**config.mk**
```make
export PLATFORM = sky130hd
export DESIGN_NAME = vga_sync_gen
export DESIGN_NICKNAME = d
export VERILOG_FILES = /design/src/rtl/vga_timing_pkg.sv /design/src/rtl/mod_m_tick.sv /design/src/rtl/vga_sync_gen.sv
export SDC_FILE = /design/constraint.sdc
export NUM_CORES = 1
export LEC_CHECK = 0
export BUFFER_PORTS_ARGS = -buffer_cell sky130_fd_sc_hd__buf_2
export CAP_MARGIN = 20
export CORE_MARGIN = 1.5
export CORE_UTILIZATION = 40
export CTS_CLUSTER_SIZE = 28
export DETAILED_ROUTE_END_ITERATION = 7
export SLEW_MARGIN = 20
export SYNTH_ARGS = -nofsm -noshare
export SYNTH_HDL_FRONTEND = slang
export SYNTH_SLANG_ARGS = --single-unit
```
**constraint.sdc**
```tcl
create_clock -name clk -period 2.87 [get_ports clk]
set_input_delay 0.4305 -clock clk [delete_from_list [all_inputs] [get_ports clk]]
set_output_delay 0.4305 -clock clk [all_outputs]
set_load 0.02 [all_outputs]
```
**src/rtl/vga_timing_pkg.sv**
```systemverilog
// Shared 640x480@60 VGA timing constants and coordinate helpers used by the
// sync generator and by the pixel-generation blocks that draw into the frame.
package vga_timing_pkg;

    localparam int HD = 640;
    localparam int HF = 16;
    localparam int HR = 96;
    localparam int HB = 48;
    localparam int H_TOTAL = HD + HF + HR + HB;

    localparam int VD = 480;
    localparam int VF = 10;
    localparam int VR = 2;
    localparam int VB = 33;
    localparam int V_TOTAL = VD + VF + VR + VB;

    localparam int MAX_X = HD;
    localparam int MAX_Y = VD;

    localparam int COORD_W = 10;

    typedef logic [COORD_W-1:0] coord_t;

    typedef struct packed {
        logic hsync;
        logic vsync;
    } sync_t;

    // Inclusive window test used to place the active-low retrace pulses.
    function automatic logic in_window(coord_t value, coord_t first, coord_t last);
        return (value >= first) && (value <= last);
    endfunction

endpackage

```
**src/rtl/mod_m_tick.sv**
```systemverilog
// Free-running modulo-M counter that emits a one-clock tick on its last count.
module mod_m_tick #(
    parameter int M = 2
) (
    input  logic clk,
    input  logic reset,
    output logic tick
);

    localparam int N = (M > 1) ? $clog2(M) : 1;
    localparam logic [N-1:0] LAST = N'(M - 1);

    logic [N-1:0] count_reg;
    logic [N-1:0] count_next;

    always_ff @(posedge clk) begin
        if (reset) begin
            count_reg <= '0;
        end else begin
            count_reg <= count_next;
        end
    end

    always_comb begin
        count_next = (count_reg == LAST) ? '0 : count_reg + N'(1);
    end

    assign tick = (count_reg == LAST);

endmodule

```
**src/rtl/vga_sync_gen.sv**
```systemverilog
// VGA horizontal/vertical sync generator: pixel-rate counters with registered,
// skew-free sync pulses and a frame-start strobe.
module vga_sync_gen
    import vga_timing_pkg::*;
#(
    parameter int H_DISPLAY = HD,
    parameter int H_FRONT   = HF,
    parameter int H_RETRACE = HR,
    parameter int H_BACK    = HB,
    parameter int V_DISPLAY = VD,
    parameter int V_FRONT   = VF,
    parameter int V_RETRACE = VR,
    parameter int V_BACK    = VB
) (
    input  logic               clk,
    input  logic               reset,
    output logic               hsync,
    output logic               vsync,
    output logic               video_on,
    output logic               p_tick,
    output logic [COORD_W-1:0] pixel_x,
    output logic [COORD_W-1:0] pixel_y,
    output logic               frame_start
);

    localparam coord_t H_MAX     = coord_t'(H_DISPLAY + H_FRONT + H_RETRACE + H_BACK - 1);
    localparam coord_t V_MAX     = coord_t'(V_DISPLAY + V_FRONT + V_RETRACE + V_BACK - 1);
    localparam coord_t H_VISIBLE = coord_t'(H_DISPLAY);
    localparam coord_t V_VISIBLE = coord_t'(V_DISPLAY);
    localparam coord_t HS_FIRST  = coord_t'(H_DISPLAY + H_FRONT);
    localparam coord_t HS_LAST   = coord_t'(H_DISPLAY + H_FRONT + H_RETRACE - 1);
    localparam coord_t VS_FIRST  = coord_t'(V_DISPLAY + V_FRONT);
    localparam coord_t VS_LAST   = coord_t'(V_DISPLAY + V_FRONT + V_RETRACE - 1);

    coord_t h_count;
    coord_t v_count;
    coord_t h_next;
    coord_t v_next;
    sync_t  sync_reg;
    sync_t  sync_next;
    logic   frame_wrap;

    mod_m_tick #(
        .M(2)
    ) u_pixel_tick (
        .clk   (clk),
        .reset (reset),
        .tick  (p_tick)
    );

    always_comb begin
        h_next     = h_count;
        v_next     = v_count;
        frame_wrap = 1'b0;
        if (p_tick) begin
            if (h_count == H_MAX) begin
                h_next = '0;
                if (v_count == V_MAX) begin
                    v_next     = '0;
                    frame_wrap = 1'b1;
                end else begin
                    v_next = v_count + coord_t'(1);
                end
            end else begin
                h_next = h_count + coord_t'(1);
            end
        end
    end

    // Syncs are decoded from the next-state counts so they land on the same edge as pixel_x/pixel_y.
    always_comb begin
        sync_next.hsync = ~in_window(h_next, HS_FIRST, HS_LAST);
        sync_next.vsync = ~in_window(v_next, VS_FIRST, VS_LAST);
    end

    always_ff @(posedge clk) begin
        if (reset) begin
            h_count     <= '0;
            v_count     <= '0;
            sync_reg    <= '{hsync: 1'b1, vsync: 1'b1};
            frame_start <= 1'b0;
        end else begin
            h_count     <= h_next;
            v_count     <= v_next;
            sync_reg    <= sync_next;
            frame_start <= frame_wrap;
        end
    end

    assign pixel_x  = h_count;
    assign pixel_y  = v_count;
    assign hsync    = sync_reg.hsync;
    assign vsync    = sync_reg.vsync;
    assign video_on = (h_count < H_VISIBLE) && (v_count < V_VISIBLE);

endmodule

```
# After elaboration in Yosys (flattened, before gate mapping)
# Index checks and enable logic that the tools add are counted.
# op_classes
addsub	3
order_cmp	6
n_eq_ne	2
muxes	6
n_bitwise	4
reduce_logical	5
# ops
operator	n
$mux W10	5
$add A10 B1 Y10 const B	2
$eq A10 B10 Y1 const B	2
$ge A10 B10 Y1 const B	1
$ge A10 B9 Y1 const B	1
$le A10 B10 Y1 const B	1
$le A10 B9 Y1 const B	1
$lt A10 B10 Y1 const B	1
$lt A10 B9 Y1 const B	1
$not A1 Y1	4
$logic_and A1 B1 Y1	3
$reduce_or A3 Y1	1
$reduce_or A2 Y1	1
$add A1 B1 Y1 const B	1
$mux W1	1
# word_totals
register_bits	24
inputBits	2
output_inout_bits	25
wordCells	32

# Logic depth before layout (Yosys ltp)
# depth
depth_word	7
ltp_mapped	8
ltp_nobuf	7

# Modules after synthesis
# Synthesis repeated with hierarchy kept, for this count alone.
# hier_totals
hier_cells	153
hier_area_um2	1302.5
# by_module_without_submodules
mod	instances	cells_each	area_each_um2	seq_area_each_um2
vga_sync_gen	1	151	1278.7	460.4
mod_m_tick	1	2	23.8	20.0

# Worst setup path before layout
# OpenSTA, ideal clock, no wires.
# synth_path
path_kind	reg2reg
start	register h_count[6] (netlist: pixel_x[6])
end	register sync_reg, in the netlist vsync
setup_ns	0.134
t_arrival_ns	2.417
t_required_ns	2.736
path_slack_ns	0.319
path_stages_with_launch	8
n_path_buf	2
period_less_slack_ns	2.551
path_cell_list	dfxtp_1 -> buf_6 -> or4b_4 -> or3_1 -> buf_6 -> nor4_2 -> o211ai_1 -> or4b_1
# synth_between
elab_chain_cells	6
word_cells_on_any_way	7
cone_classes	order compare: 2; eq/ne: 1; mux: 2; bitwise: 1; reduce/logical: 1
# synth_lines
element	line	text
from (decl)	vga_sync_gen.sv:35	coord_t h_count;
from (signal assigned)	vga_sync_gen.sv:83	h_count <= h_next;
$eq A10 B10 Y1 (*)	vga_sync_gen.sv:56	if (h_count == H_MAX) begin
$mux W10 (*)	vga_sync_gen.sv:56	
$mux W10 (*)	vga_sync_gen.sv:55	if (p_tick) begin
$ge A10 B9 Y1 / $le A10 B9 Y1 (equally long branches)	vga_timing_pkg.sv:31	return (value >= first) && (value <= last);
$logic_and A1 B1 Y1 (*)	vga_timing_pkg.sv:31	
$not A1 Y1 (*)	vga_sync_gen.sv:73	sync_next.vsync = ~in_window(v_next, VS_FIRST, VS_LAST);
to (signal assigned)	vga_sync_gen.sv:80	sync_reg <= '{hsync: 1'b1, vsync: 1'b1};
to (signal assigned)	vga_sync_gen.sv:85	sync_reg <= sync_next;
to (decl)	vga_sync_gen.sv:39	sync_t sync_reg;
# Mark *: on every way between the ends. The rest lies on a longest branch, timed or not.
# A chain may end at the register's enable or synchronous reset.

# Worst setup path in the final report
# Ends and elaborated chain as after synthesis.

==> key figures <==
Logic synthesis
  – Synth cell types: 46
  – Mapped Area: 0.00144 mm²
  – Most frequent cell after synthesis: dfxtp_1
  – Post-synth ARST share: 0%
  – Cells after Synth: 172
  – Top_reg_cell synth: dfxtp_1
  – Mux contribution to synthesized area: 0%
  – Synth Area in Adders: 2.61%
  – Post-synthesis compound-gate area fraction: 15.0%
  – Cell taking the most area after synthesis: dfxtp_1
  – Xor and xnor area share after synthesis: 7.93%
  – Simple-gate share of the synthesized area: 32.7%
  – Post-synthesis sequential area ratio: 33.4%
  – Main combinational cell family by area after synthesis: simple AND/OR/NAND/NOR gates
  – Mapped Nets: 177
  – Number of flops mapped to enable cells by yosys: 0
  – Most instantiated cells after synthesis: 24 x dfxtp_1, 14 x nand2_1, 14 x nor2_1, 10 x a21oi_1, 10 x xor2_1
  – Ys Warns: 0
  – Top post-synthesis cells by area: dfxtp_1 33%, xor2_1 6.1%, buf_6 3.9%, nand2_1 3.7%, nor2_1 3.7%
  – Avg Cell Area, Syn: 8.35 µm²
  – Top-area cell type share of the netlist area: 33.4%
  – Number of synthesized register bits: 24

Place
  – GP Congestion: 0.804
  – HPWL Detailed: 2240 µm
  – Cells after DPL: 230
  – I/O Buffers: 26

Routing
  – DRT iter0 DRCs: 63
  – DR DRC count: 0
  – Met1 WL: 1650 µm
  – Via count: 1,298
  – Uppermost layer routed: met4
  – Met3 WL: 137 µm
  – DR vias/cell: 5.57
  – Antenna viol nets, final: 0
  – Wirelength per Cell: 13.7 µm
  – Final WL: 3190 µm
  – WL met2: 1370 µm
  – DR pass1 iterations: 4

Global route
  – Grt total ovfl: 0
  – Pin count of the biggest net entering global routing: 25
  – Antenna violations before repair: 0
  – Vias in the first global route: approximately 1,200
  – First-pass GRT wire length: between 5000 and 6000 µm
  – Overall routing resource usage: 16.9%

Clock tree
  – Clock sinks: 24
  – Post-CTS Setup Inserts: 0
  – H-tree levels: 1
  – Clock Latency Late Sink: 0.31 ns
  – Clock buffer count from CTS: 3
  – CTS tree: built
  – Clk root buf: clkbuf_4
  – Post-CTS sizing: 0
  – Clock Pin Slew Worst Setup and Hold Paths: 0.13 ns
  – Hold_buf cts: 0
  – Clock Path Buffers: 2

Critical path
  – Crit Path Category: reg2reg
  – CP Launch Type: flop
  – Worst Path Required: 3.07 ns
  – Worst-path maximum fanout: 10
  – Critical path arrival: 2.75 ns
  – Crit. End Element: flop

STA
  – Slew @ Worst Pin: about 0.57 ns
  – Max-slew violation count: 0
  – Slew HR: 61.4%
  – Final-report setup violation count: 0
  – Final Hold Vio Count: 0
  – Min Tclk post-route: 2.55 ns
  – Setup_tns: 0 ns
  – Max Freq: 0.392 GHz
  – RSZ-0062 raised after global routing: false
  – Period utilization: about nine tenths
  – Final Skew: 0.00628 ns

Pwr
  – VDD IR max: 271 µV
  – Net switching power: around 0.12 mW
  – Power density over the cells: 331 mW/mm²
  – Clock power frac: 29.0%
  – Internal: ~0.39 mW
  – Combinational share of power: 4.3%
  – Flop pwr share: 66.7%
  – Sw Ratio: 23.5%
  – Static Leakage: 0.578 nW
  – Total power: 0.514 mW

Final layout
  – Nets: 194
  – Non-filler cells, final: roughly 230
  – Ant diodes: 0
  – P&R area growth vs syn: 8.10%
  – Layout cell share with drive strength beyond 1: 22.5%

Die
  – Total die area: approximately 0.0040 mm²
  – Core ar.: between 0.003 and 0.004 mm²
  – IO Pins: 27
  – Die Width: 62.9 µm
  – Initial core utilization: 42.4%
  – Die Y: 62.9 µm
  – Rows: 21

Outcome
  – Status: complete, no violations

Hold path
  – Hold crit path type: in2reg

Job
  – Max Cap Violations: 0
flip-flops by register name, summed over array words and instances, names as in the netlist:
name	flops
frame_start	1
hsync	1
pixel_x	10
u_pixel_tick.tick	1
pixel_y	10
vsync	1
per-stage QoR:
stage,setup WS [ns],instance area [µm²],util [%],hold WS [ns]
2_1_floorplan,0.319,1440,-,0.509
3_3_place_gp,0.385,1530,45.1,0.500
3_5_place_dp,0.319,1530,45.1,0.519
4_1_cts,0.309,1550,45.8,0.526
5_1_grt,0.154,1550,45.8,0.542
6_report,0.317,1550,45.8,0.536
logic make-up (layout without fill, tap and decap cells):
kind of cell | count (synthesis) | count (layout)
flip-flops | 24 | 24
AO/OA/AOI/OAI | 32 | 32
adder cells (fa/ha/maj) | 3 | 3
AND/OR/NAND/NOR | 81 | 81
XOR/XNOR | 13 | 13
buffers and inverters | 19 | 34
layout make-up:
class / count / area (µm²)
flip-flops and latches: 24 / 480
inverters: 3 / 11.3
clock buffers: 3 / 22.5
repair buffers: 28 / 145
well taps: 46 / 57.6
multi-input cells: 129 / 836
fillers: 338 / 1840
placed cells by master (no fill, tap or decap), types with 2 or more instances in the layout:
master	instances
buf_2	26
dfxtp_1	24
nand2_1	14
nor2_1	14
xor2_1	10
a21oi_1	10
nand4_1	8
nor3_1	8
nand3_1	7
o21ai_0	5
or3_1	5
o211ai_1	4
nand2b_1	4
inv_1	3
xnor2_1	3
and4_1	3
ha_1	3
clkbuf_4	3
or2_2	2
and3_1	2
o21ai_1	2
a31oi_1	2
a22oi_1	2
buf_4	2
worst paths after layout:
kind | depth (start not counted) | to | slack [ns] | from
setup / recovery | 5 | vsync$_SDFF_PP1_ | 0.32 | pixel_x[6]$_SDFF_PP0_
hold / removal | 2 | pixel_y[8]$_SDFF_PP0_ | 0.54 | reset
setup reg to reg | 5 | vsync$_SDFF_PP1_ | 0.32 | pixel_x[6]$_SDFF_PP0_
hold reg to reg | 2 | pixel_y[0]$_SDFF_PP0_ | 0.54 | pixel_y[0]$_SDFF_PP0_
power groups by stage:
stage / combinational (mW) / clock [mW] / sequential, mW
floorplan: 0.0141 / 0 / 0.352
global placement: 0.0219 / 0 / 0.350
detailed placement: 0.0222 / 0 / 0.350
CTS: 0.0223 / 0.156 / 0.343
global route: 0.0243 / 0.172 / 0.344
finish: 0.0223 / 0.149 / 0.343
per-layer routing:
| layer | up-vias | GRT usage (%) |
|---|---|---|
| met4 | 0 | 5.28 |
| met3 | 4 | 3.24 |
| met2 | 27 | 23.3 |
| met1 | 619 | 25.9 |
| li1 | 648 | - |
| met5 | - | 0 |
worst max-delay path: stages, from the launching register on:
cell and delay (ns):
dfxtp_1 0.42, or4b_4 0.60, or3_1 0.50, nor4_2 0.29, o211ai_1 0.10, or4b_1 0.53
No activity file was read; power rests on OpenSTA's default activity.
